`src/rtl/count_updown.sv`:
```
// count_updown: synchronous up/down counter with a registered carry/borrow
// pulse. The counter wraps modulo 2^WIDTH. c_out rises for one clock in the
// same cycle that q shows the wrapped value.
module count_updown #(
  parameter int WIDTH = 8
) (
  input  logic             clk,
  input  logic             rst,
  input  logic             up,
  input  logic             down,
  input  logic             en,
  output logic             c_out,
  output logic [WIDTH-1:0] q
);

  localparam logic [WIDTH-1:0] ALL_ONES = {WIDTH{1'b1}};
  localparam logic [WIDTH-1:0] ZERO     = '0;
  localparam logic [WIDTH-1:0] ONE      = {{(WIDTH-1){1'b0}}, 1'b1};

  logic             step_up;
  logic             step_down;
  logic [WIDTH-1:0] next_q;
  logic             next_c;

  // Decode the step direction; up and down together count as idle, so q holds.
  always_comb begin
    step_up   = en & up & ~down;
    step_down = en & down & ~up;
    next_q    = q;
    next_c    = 1'b0;
    if (step_up) begin
      next_q = q + ONE;
      next_c = (q == ALL_ONES);
    end else if (step_down) begin
      next_q = q - ONE;
      next_c = (q == ZERO);
    end
  end

  // Register the count and the wrap pulse. Reset overrides every other input.
  always_ff @(posedge clk) begin
    if (rst) begin
      q     <= '0;
      c_out <= 1'b0;
    end else begin
      q     <= next_q;
      c_out <= next_c;
    end
  end

endmodule

```
`config.mk`:
```
export PLATFORM = sky130hd
export DESIGN_NAME = count_updown
export DESIGN_NICKNAME = d
export VERILOG_FILES = /design/src/rtl/count_updown.sv
export SDC_FILE = /design/constraint.sdc
export NUM_CORES = 1
export LEC_CHECK = 0
export CAP_MARGIN = 30
export CELL_PAD_IN_SITES_DETAIL_PLACEMENT = 1
export CELL_PAD_IN_SITES_GLOBAL_PLACEMENT = 2
export CORE_MARGIN = 10
export CORE_UTILIZATION = 30
export CTS_CLUSTER_DIAMETER = 100
export CTS_CLUSTER_SIZE = 25
export DETAILED_ROUTE_END_ITERATION = 8
export GPL_TIMING_DRIVEN = 0
export PLACE_DENSITY = 0.87
export SYNTH_ARGS = -nofsm -noshare
export SYNTH_HDL_FRONTEND = slang
export SYNTH_SLANG_ARGS = --single-unit
export TNS_END_PERCENT = 5
```
`constraint.sdc`:
```
create_clock -name clk -period 3.4 [get_ports clk]
set_clock_uncertainty 0.2 [all_clocks]
set_input_delay 0.34 -clock clk [delete_from_list [all_inputs] [get_ports clk]]
set_output_delay 0.34 -clock clk [all_outputs]
set_load 0.005 [all_outputs]
```
Yosys cells after proc, flatten, opt, wreduce, memory -nomap -nowiden
Cells that the tools add are included.
{"block": "word_totals", "reg_bits": 9, "latch_bits": 0, "ram_bits": 0, "romBits": 0, "output_inout_bits": 9, "elab_cells": 17, "n_memories": 0}
{"block": "classes", "addsub": 2, "mul": 0, "div": 0, "magnitude_cmp": 0, "n_eq_ne": 1, "n_shift": 0, "muxes": 4, "n_bitwise": 6, "n_reduce_logical": 2}
{"operator": "2-to-1 mux 8 bit", "count": 2}
{"operator": "adder 8 x 1 -> 8 bit (second input constant)", "count": 1}
{"operator": "equality test 8 bit (second input constant)", "count": 1}
{"operator": "logical NOT 8 bit", "count": 1}
{"operator": "subtractor 8 x 1 -> 8 bit (second input constant)", "count": 1}
{"operator": "AND 1 bit", "count": 4}
{"operator": "2-to-1 mux 1 bit", "count": 2}
{"operator": "inverter 1 bit", "count": 2}
{"operator": "nonzero test 2 bit", "count": 1}

Longest topological paths before layout
{"block": "depth", "ltp_word": 4, "mapped_depth": 8, "depth_no_buf": 8}

Worst setup path after synthesis
No wires, ideal clock.
{"block": "synth_timing", "path_kind": "input to register", "startpoint": "in up", "endpoint": "reg q[7]", "setup_time_ps": 123, "t_arrival_ps": 2080, "required_ps": 3077, "path_slack_ps": 997, "cell_stages": 8, "n_path_buf": 0, "cell_sequence": "nor2b_1 nand2_1 ha_1 o211ai_1 o21ai_2 a31oi_1 mux2i_1 mux2_1"}
{"block": "synth_between", "elab_chain_cells": 3}
{"element": "start: declaration", "line_no": "9", "rtl": "input logic up,"}
{"element": "AND 1 bit / inverter 1 bit (equally long branches)", "line_no": "27, 28"}
{"element": "AND 1 bit, on equally long branches", "line_no": "27, 28"}
{"element": "2-to-1 mux 8 bit / nonzero test 2 bit (equally long branches)"}
{"element": "end signal: assignment", "line_no": "46", "rtl": "q <= next_q;"}
{"element": "end: declaration", "line_no": "13", "rtl": "output logic [WIDTH-1:0] q"}
Several ways; a longest one is shown, not always the timed one.
A chain may end at the register's enable or synchronous reset.

Worst setup path in the final report
Same ends and word-level chain as after synthesis.

==> results by group <==
Synth
  – Cell taking the most area after synthesis: dfxtp_1
  – Net Count, Synth: 84
  – Synthesized area per cell: 8.758 µm²
  – Distinct cells, synth: 28
  – Seq cells post-synth: 9
  – Post-Synthesis Cells: 72
  – Synth area leaders: dfxtp_1, ha_1, mux2i_1
  – Post-synth top area share: between 20 and 30%
  – Synth warn: 0
  – Register area share after synthesis: between 20 and 30%
  – Cell area after synthesis: 630.6 µm²
  – Async SR Flop Fraction: 0%
  – Primary FF master, synth: dfxtp_1
  – EDFF count, synth: 0

Floorplan
  – Initial Util: 31.82%
  – IO Pins: 14
  – Die area: about 0.0043 mm²
  – Core Area: between 0.0015 and 0.002 mm²
  – Die height: 65.85 µm
  – Site Rows: 16
  – Chip width: 65.85 µm

GRT
  – Antenna violations before repair: 0
  – Largest net degree at the start of global routing: 11
  – Total grt overflow: 0
  – Vias in the first global route: 617
  – First-pass GRT wire length: 2829 µm
  – GRT Total Usage: 8.096%

CTS
  – Clock Sinks: 9
  – CTS Root Cell: clkbuf_4
  – Largest buffer count on any clock path: 2
  – CTS Buf Count: 3
  – Hold buffers post-CTS: 0
  – CTS resizes: 0
  – CTS tree: done
  – Clock Latency Late Sink: 0.26 ns
  – Clock-pin slew on the worst setup and hold paths: roughly 0.06 ns
  – Post-CTS setup buffers: 0
  – H-tree levels: 1

STA
  – WHS: 0.3761 ns
  – Least-Margin Pin Slew: 0.4563 ns
  – F_max: 354.4 MHz
  – Final setup violation count: 0
  – Fin crit period: 2.821 ns
  – Setup TNS: 0 ns
  – RSZ-0062 raised after global routing: no
  – Fin. max-slew vios: 0
  – Fin crit share: 82.98%
  – Final hold vios: 0
  – Slew HR: 69.58%

Final layout
  – Diode count: 0
  – Post-layout util: between 40 and 50%
  – Area delta synth->final: 30.16%
  – Final instance count without filler cells: 116
  – Fraction of layout cells with a size suffix above 1: slightly below 7%
  – Layout fillers: 242
  – Final #Nets: 102

Drt
  – DRC violation count after routing: 0
  – WL final: 1557 µm
  – Drt first-iter violations: 15
  – Vias: 582
  – Antenna-violating nets left: 0
  – Routed WL per cell: between 10 and 15 µm
  – Pre-antenna DRT Iters: 3
  – Vias per std cell: around 5.0

Setup path
  – CP top delay family: multiplexers
  – CP bufs+invs: 1
  – Stages on worst setup path: 9
  – Crit path largest cell delay: 0.47 ns
  – Critical path type: input port to flip-flop
  – Critical Path RT: around 3.4 ns
  – Crit start category: input port
  – Crit path cell chain: clkdlybuf4s50_1 -> nor2b_1 -> nand2_1 -> ha_1 -> o211ai_1 -> o21ai_2 -> a31oi_1 -> mux2i_1 -> mux2_1
  – Reg2Reg Depth: 6
  – Data arrival, critical path: 2.77 ns
  – Crit path capture type: flip-flop
  – Slowest stage cell, crit path: clkdlybuf4s50_1
  – Critical path fanouts, max: 8

Power
  – Pwr/cell area: 441.0 mW/mm²
  – Peak supply drop: 0.0002306 V
  – Leakage Power: 0.3437 nW

Run status
  – Status: completed

Place
  – # placed instances: around 110
  – Hpwl dp: 1269 µm
  – Gpl congestion: 0.7568
  – Port-buffer cells: 13

Hold path
  – Path category of the worst min-delay check: flip-flop to flip-flop
  – Hold depth: 2

Flow run
  – Max-cap violation count: 0
==> metrics by stage <==
step	power (W)	cell area [µm²]	worst slack [ns]
floorplan	0.0002328	630.6	0.9966
global placement	0.0002799	794.5	0.2508
detailed placement	0.0002834	794.5	0.2807
CTS	0.0003717	820.8	0.5422
global route	0.0003973	820.8	0.3144
finish	0.0003619	820.8	0.5786
==> sequential cells by signal, indices dropped and copies added, names as in the netlist <==
register and flops:
q 8, c_out 1
==> cell usage after synthesis, types with 2 or more instances <==
| cell | instances |
|---|---|
| xnor2_1 | 3 |
| a21oi_1 | 4 |
| dfxtp_1 | 9 |
| ha_1 | 6 |
| nor2b_1 | 3 |
| nor3_1 | 2 |
| a31oi_1 | 3 |
| a21o_1 | 3 |
| nand2_1 | 6 |
| nor4_1 | 2 |
| xor2_1 | 2 |
| nor2_1 | 8 |
| o21ai_1 | 2 |
| mux2i_1 | 5 |
==> power breakdown <==
part | switching, W | total (W) | internal [W] | leakage [nW]
clock network | 0.0000391 | 0.0000844 | 0.0000453 | 0.0150
registers | 0.0000167 | 0.000134 | 0.000117 | 0.0737
logic | 0.0000651 | 0.000144 | 0.0000785 | 0.255
==> final cells by class <==
cell class | instances | area, µm² | share of cell area (%)
clock buffer | 4 | 26.28 | 3.201
multi-input combinational | 60 | 437.9 | 53.35
timing repair buffer | 13 | 130.1 | 15.85
buffer | 2 | 8.758 | 1.067
inverter | 1 | 3.754 | 0.4573
tap | 27 | 33.78 | 4.116
sequential | 9 | 180.2 | 21.95
==> path summary, 6_finish.rpt <==
kind | slack (ns) | from | to
worst min register to register | 0.38 | q[2] | q[2]
worst min-delay path | 0.38 | q[2] | q[2]
worst max-delay path | 0.58 | up | q[7]
worst max register to register | 1.24 | q[1] | q[7]
==> metal layers <==
| layer | global-route usage (%) | vias up | routed length [µm] |
|---|---|---|---|
| li1 | - | 300 | - |
| met1 | 9.875 | 274 | 706 |
| met2 | 12.68 | 6 | 763 |
| met3 | 1.695 | 2 | 61 |
| met4 | 4.813 | 0 | 26 |
| met5 | 0 | - | 0 |
==> layout by cell type (no fill, tap or decap), types with 2 or more instances in the layout <==
cell type | synthesis | routed
a31oi_1 | 3 | 3
nand2_1 | 6 | 6
a21o_1 | 3 | 3
o21ai_1 | 2 | 2
nor2b_1 | 3 | 3
ha_1 | 6 | 6
dfxtp_1 | 9 | 9
xnor2_1 | 3 | 3
nor4_1 | 2 | 2
clkbuf_1 | 1 | 2
mux2i_1 | 5 | 5
nor3_1 | 2 | 2
a21oi_1 | 4 | 4
xor2_1 | 2 | 2
clkdlybuf4s50_1 | 0 | 13
nor2_1 | 8 | 8
clkbuf_4 | 0 | 3
==> logic make-up (layout without fill, tap and decap cells) <==
group,after synthesis,in the layout,share of synthesized area (%)
AO/OA/AOI/OAI,16,16,17.26
XOR/XNOR,5,5,6.946
adder cells (fa/ha/maj),7,7,15.08
buffers and inverters,3,20,1.982
flip-flops,9,9,28.57
multiplexers,6,6,9.722
AND/OR/NAND/NOR,26,26,20.44
==> worst reg2reg max path: cells and delay by family, from the launching register on <==
family,cells,cell delay (ns)
flip-flops,1,0.44
AO/OA/AOI/OAI,3,0.56
adder cells (fa/ha/maj),1,0.29
multiplexers,2,0.57
No activity file was read; power rests on OpenSTA's default activity.
